--- config.mk ---
export PLATFORM = sky130hd
export DESIGN_NAME = frame_buffer_arbiter
export DESIGN_NICKNAME = d
export VERILOG_FILES = /design/src/rtl/frame_buffer_arbiter.sv
export SDC_FILE = /design/constraint.sdc
export NUM_CORES = 1
export LEC_CHECK = 0
export BUFFER_PORTS_ARGS = -buffer_cell sky130_fd_sc_hd__buf_2
export CORE_MARGIN = 2
export CORE_UTILIZATION = 44
export CTS_CLUSTER_SIZE = 40
export DETAILED_ROUTE_END_ITERATION = 10
export PLACE_DENSITY_LB_ADDON = 0.2
export SLEW_MARGIN = 20
export SYNTH_ARGS = -nofsm -noshare
export SYNTH_HDL_FRONTEND = slang
export SYNTH_SLANG_ARGS = --single-unit
--- constraint.sdc ---
create_clock -name i_clk25 -period 6.4 [get_ports i_clk25]
set_input_delay 0.96 -clock i_clk25 [delete_from_list [all_inputs] [get_ports i_clk25]]
set_output_delay 0.96 -clock i_clk25 [all_outputs]
set_load 0.05 [all_outputs]
--- src/rtl/frame_buffer_arbiter.sv ---
// frame_buffer_arbiter: one single-port frame BRAM shared by VGA scan-out reads (strict priority,
// fixed latency) and FIFO-buffered camera writes. Define ARB_STATS_EN to add grant counters.
module frame_buffer_arbiter #(
    parameter int unsigned ADDR_W     = 19,
    parameter int unsigned DATA_W     = 12,
    parameter int unsigned FIFO_AW    = 4,
    parameter int unsigned STARVE_MAX = 1024
) (
    input  logic              i_clk25,
    input  logic              i_rst_n,
    input  logic              i_rd_en,
    input  logic [ADDR_W-1:0] i_rd_addr,
    output logic [DATA_W-1:0] o_rd_data,
    output logic              o_rd_valid,
    input  logic              i_wr_valid,
    output logic              o_wr_ready,
    input  logic [ADDR_W-1:0] i_wr_addr,
    input  logic [DATA_W-1:0] i_wr_data,
    output logic              o_mem_en,
    output logic              o_mem_we,
    output logic [ADDR_W-1:0] o_mem_addr,
    output logic [DATA_W-1:0] o_mem_wdata,
    input  logic [DATA_W-1:0] i_mem_rdata,
`ifdef ARB_STATS_EN
    output logic [31:0]       o_rd_count,
    output logic [31:0]       o_wr_count,
`endif
    output logic [FIFO_AW:0]  o_fifo_level,
    output logic              o_starve,
    output logic              o_overflow
);

    localparam int unsigned Depth   = 2 ** FIFO_AW;
    localparam int unsigned EntryW  = ADDR_W + DATA_W;
    localparam int unsigned StarveW = $clog2(STARVE_MAX + 1);
    localparam logic [StarveW-1:0] StarveTop = StarveW'(STARVE_MAX);

    typedef enum logic [1:0] {StIdle, StRead, StWrite} state_e;

    state_e              r_state;
    state_e              w_next_state;

    logic [EntryW-1:0]   r_fifo [Depth];
    logic [FIFO_AW-1:0]  r_wptr;
    logic [FIFO_AW-1:0]  r_rptr;
    logic [FIFO_AW:0]    r_count;
    logic                w_full;
    logic                w_empty;
    logic                w_push;
    logic                w_pop;
    logic [EntryW-1:0]   w_head;

    logic                r_mem_en;
    logic                r_mem_we;
    logic [ADDR_W-1:0]   r_mem_addr;
    logic [DATA_W-1:0]   r_mem_wdata;

    logic                r_rd_pend;
    logic                r_rd_valid;
    logic [DATA_W-1:0]   r_rd_data;

    logic [StarveW-1:0]  r_starve_cnt;
    logic                w_starve_inc;
    logic                r_starve;
    logic                r_overflow;

    // Count reaches exactly Depth only when full, so its MSB is the full flag.
    assign w_full   = r_count[FIFO_AW];
    assign w_empty  = (r_count == '0);
    assign w_push   = i_wr_valid && !w_full;
    assign w_pop    = (w_next_state == StWrite);
    assign w_head   = r_fifo[r_rptr];

    always_comb begin
        w_next_state = StIdle;
        if (i_rd_en) begin
            w_next_state = StRead;
        end else if (!w_empty) begin
            w_next_state = StWrite;
        end
    end

    // Grant FSM: state and memory port are registered together so mem_* mirror the state.
    always_ff @(posedge i_clk25 or negedge i_rst_n) begin
        if (!i_rst_n) begin
            r_state     <= StIdle;
            r_mem_en    <= 1'b0;
            r_mem_we    <= 1'b0;
            r_mem_addr  <= '0;
            r_mem_wdata <= '0;
        end else begin
            r_state <= w_next_state;
            unique case (w_next_state)
                StRead: begin
                    r_mem_en   <= 1'b1;
                    r_mem_we   <= 1'b0;
                    r_mem_addr <= i_rd_addr;
                end
                StWrite: begin
                    r_mem_en    <= 1'b1;
                    r_mem_we    <= 1'b1;
                    r_mem_addr  <= w_head[EntryW-1:DATA_W];
                    r_mem_wdata <= w_head[DATA_W-1:0];
                end
                default: begin
                    r_mem_en <= 1'b0;
                    r_mem_we <= 1'b0;
                end
            endcase
        end
    end

    // Write FIFO storage needs no reset; occupancy is tracked by the pointers and count.
    always_ff @(posedge i_clk25) begin
        if (w_push) begin
            r_fifo[r_wptr] <= {i_wr_addr, i_wr_data};
        end
    end

    always_ff @(posedge i_clk25 or negedge i_rst_n) begin
        if (!i_rst_n) begin
            r_wptr  <= '0;
            r_rptr  <= '0;
            r_count <= '0;
        end else begin
            if (w_push) begin
                r_wptr <= r_wptr + 1'b1;
            end
            if (w_pop) begin
                r_rptr <= r_rptr + 1'b1;
            end
            if (w_push && !w_pop) begin
                r_count <= r_count + 1'b1;
            end else if (!w_push && w_pop) begin
                r_count <= r_count - 1'b1;
            end
        end
    end

    // Memory returns data the cycle after a READ state; capture it one edge later.
    always_ff @(posedge i_clk25 or negedge i_rst_n) begin
        if (!i_rst_n) begin
            r_rd_pend  <= 1'b0;
            r_rd_valid <= 1'b0;
            r_rd_data  <= '0;
        end else begin
            r_rd_pend  <= (r_state == StRead);
            r_rd_valid <= r_rd_pend;
            if (r_rd_pend) begin
                r_rd_data <= i_mem_rdata;
            end
        end
    end

    assign w_starve_inc = !w_empty && !w_pop;

    always_ff @(posedge i_clk25 or negedge i_rst_n) begin
        if (!i_rst_n) begin
            r_starve_cnt <= '0;
            r_starve     <= 1'b0;
            r_overflow   <= 1'b0;
        end else begin
            if (!w_starve_inc) begin
                r_starve_cnt <= '0;
            end else if (r_starve_cnt != StarveTop) begin
                r_starve_cnt <= r_starve_cnt + 1'b1;
            end
            if (w_starve_inc && (r_starve_cnt == StarveTop - 1'b1)) begin
                r_starve <= 1'b1;
            end
            if (i_wr_valid && w_full) begin
                r_overflow <= 1'b1;
            end
        end
    end

`ifdef ARB_STATS_EN
    logic [31:0] r_rd_count;
    logic [31:0] r_wr_count;

    always_ff @(posedge i_clk25 or negedge i_rst_n) begin
        if (!i_rst_n) begin
            r_rd_count <= '0;
            r_wr_count <= '0;
        end else begin
            if (w_next_state == StRead) begin
                r_rd_count <= r_rd_count + 32'd1;
            end
            if (w_next_state == StWrite) begin
                r_wr_count <= r_wr_count + 32'd1;
            end
        end
    end

    assign o_rd_count = r_rd_count;
    assign o_wr_count = r_wr_count;
`endif

    assign o_mem_en     = r_mem_en;
    assign o_mem_we     = r_mem_we;
    assign o_mem_addr   = r_mem_addr;
    assign o_mem_wdata  = r_mem_wdata;
    assign o_rd_data    = r_rd_data;
    assign o_rd_valid   = r_rd_valid;
    assign o_wr_ready   = !w_full;
    assign o_fifo_level = r_count;
    assign o_starve     = r_starve;
    assign o_overflow   = r_overflow;

endmodule

==> metrics.cfg <==
[pwr]
finalPower_mw = 11.2
power_density_nw_per_um2 = 443
max-vdd-ir-drop_mv = 0.246
p_leak_nw = 8.60

[setup_path]
path_class = register to register
start_kind = register
critPathArrivalTime_ps = 4090
r2r_cells = 10
cpPeakStageDelay_ps = 600
crit_required_ps = 6940
crit_chain = or4_4 > o21ba_2 > clkinv_2 > ha_1 > inv_1 > fa_1 > a21o_1 > a21oi_1 > mux2i_1 > xnor2_1
cp_slowest_cell = or4_4
cp_max_fo = 46
critPathCaptureType = register

[grt]
grt_pass1_wl_mm = 69.3
grt_start_max_net_pins = 76
grt_util_all_layers = 0.180
grt_pass1_vias = 10900
antenna_found_initial = 1
grt.overflow.total = 0

[floorplan]
die_w_um = 228
rows = 82
core_area_um2 = 49900
initial_core_util = 0.442
die_y_um = 228
io_pins = 120
design.die.area_um2 = 52000

[logic_synthesis]
yosysWarnings = 0
synth_edf_count = 496
synth_top_flop_cell = edfxtp_1
synth-compound-area-share = 0.0261
synth-seq-cells = 571
async_flop_share = 0.131
ys_types = 42
synth_top_family_by_area = multiplexers
synth_xor_area_frac = 0.00715
syn-num-nets = 1103
syn_inst = 1025
synth_fa_ha_area_frac = 0.00715
syn_avg_cell_area_um2 = 21.5
muxShareOfSynthArea = 0.166
synthSimpleGateAreaFrac = 0.0174
synth_seq_area_share = 0.760
syn_area_um2 = 22100

[status]
status = completed

[sta]
setup_violations = 0
hold_viol = 0
fin_crit_ps = 3550
max_freq_mhz = 282
worst_slew_pin_slew_ps = 999
fin_crit_sh = 0.555
fin_skew_ps = 21.0
maxSlewHeadroom = 0.334
setup_tns_ps = 0
slew_violations = 0
rsz0062_at_grt = false

[clocking]
htree_num_levels = 2
cts_tree = yes
cts_hold_buf = 0
cts_made_buffers = 58
path_clk_slew_ps = 60
post_cts_resize_count = 0
insertion_delay_ps = 620
clockBufferDepth = 3
root_buffer = clkbuf_16
cts_setup_buffers = 0
cts.sinks = 571

[final_layout]
drive_above_1_share = 0.331
fillers = 4044
layout_common_cells = edfxtp_1, mux4_2, buf_2
fin_util = 0.508
nets = 1248
layout_commonest_cell = edfxtp_1
final_area_um2 = 25300
area_delta_synth_final_pct = 14.8

[drt]
viasPerCell = 5.45
wl_per_cell_um = 24.3
ant_nets = 0
vias = 10300
dr.pass1.iters = 5
wirelength_mm = 45.9
remaining_drc_errors = 0
drt_iter0_markers = 731

[placed_design]
place_area_um2 = 23400
io_buffers = 119
hpwlAfterDp_mm = 24.2
gp_congestion = 0.728

[flow_run]
maxCapViolCount = 0

[min_path]
holdCritPathClass = primary input to asynchronous set/reset pin

[power by group]
part	switching, mW	leakage (nW)	internal (mW)
registers	0.401	5.38	4.43
clock network	1.39	0.944	2.05
logic	1.64	2.28	1.31
total	3.44	8.60	7.78
[layer usage]
| layer | vias to the layer above | GRT usage | routed length, µm | share of wire |
|---|---|---|---|---|
| li1 | 4523 | - | - | - |
| met1 | 5447 | 0.255 | 20500 | 0.45 |
| met2 | 282 | 0.286 | 22000 | 0.48 |
| met3 | 64 | 0.0311 | 2420 | 0.053 |
| met4 | 2 | 0.0562 | 986 | 0.021 |
| met5 | - | 0 | 13 | 0.00028 |
[final timing paths]
kind / start / end / slack [ps]
min reg2reg: r_state[1] / r_rd_pend / 400
min: i_rst_n / r_starve_cnt[7] / 300
min in group i_clk25: r_state[1] / r_rd_pend / 400
max: o_fifo_level[4] / o_fifo_level[4] / 2850
max reg2reg: o_fifo_level[4] / o_fifo_level[4] / 2850
max in group asynchronous: i_rst_n / r_rptr[0] / 5000
[Yosys cell counts, drive strengths merged, types with 4 or more instances]
library cell	instances	area [µm²]
edfxtp	496	14900
mux4	125	2820
dfrtp	75	1880
mux2i	50	500
buf	40	278
mux2	31	349
o21ai	23	115
a22oi	19	143
and2	16	100
a21o	15	113
nand2	14	52.6
nor2	13	48.8
a211oi	12	90.1
clkbuf	12	45.0
o22ai	12	75.1
ha	11	138
xnor2	11	96.3
inv	7	26.3
xor2	7	61.3
nand4	5	31.3
a21oi	4	20.0
[registers in the layout, summed over array words and instances (netlist names), 2 cells and up]
| register | count |
|---|---|
| o_fifo_level | 5 |
| o_mem_addr | 19 |
| o_mem_wdata | 12 |
| o_rd_data | 12 |
| r_fifo | 496 |
| r_rptr | 4 |
| r_starve_cnt | 11 |
| r_state | 2 |
| r_wptr | 4 |
[cell families (layout without fill, tap and decap cells)]
| logic type | after synthesis | after routing |
|---|---|---|
| buf+inv | 60 | 254 |
| xor+xnor | 18 | 18 |
| flops | 571 | 571 |
| other cells | 0 | 1 |
| mux | 206 | 206 |
| compound gates | 87 | 87 |
| simple gates | 71 | 71 |
| fa+ha+maj | 12 | 12 |
[stage by stage]
stage / instances / worst slack, ps / hold WS, ps
floorplan: 1025 / 3300 / 378
global placement: 1782 / 2280 / 388
detailed placement: 1782 / 2240 / 388
CTS: 1891 / 2820 / 291
global route: 1891 / 2650 / 316
finish: 1892 / 2850 / 299
[worst max-delay path: cells and delay by family, from the launching register on]
kind,cells,cell delay [ps]
fa+ha+maj,2,710
mux,1,250
compound gates,3,650
flops,1,440
simple gates,1,600
buf+inv,2,680
xor+xnor,1,130
[area by class of cell]
| cell class | instances | area (µm²) | area share |
|---|---|---|---|
| flip-flops and latches | 571 | 16800 | 0.663 |
| multi-input cells | 394 | 4970 | 0.196 |
| clock buffers | 82 | 1620 | 0.0641 |
| well taps | 672 | 841 | 0.0332 |
| repair buffers | 137 | 746 | 0.0294 |
| clock inverters | 27 | 334 | 0.0132 |
| inverters | 8 | 31.3 | 0.00124 |
| diodes | 1 | 2.50 | 0.0000988 |
Note: power is estimated with default switching activity, not from simulation.
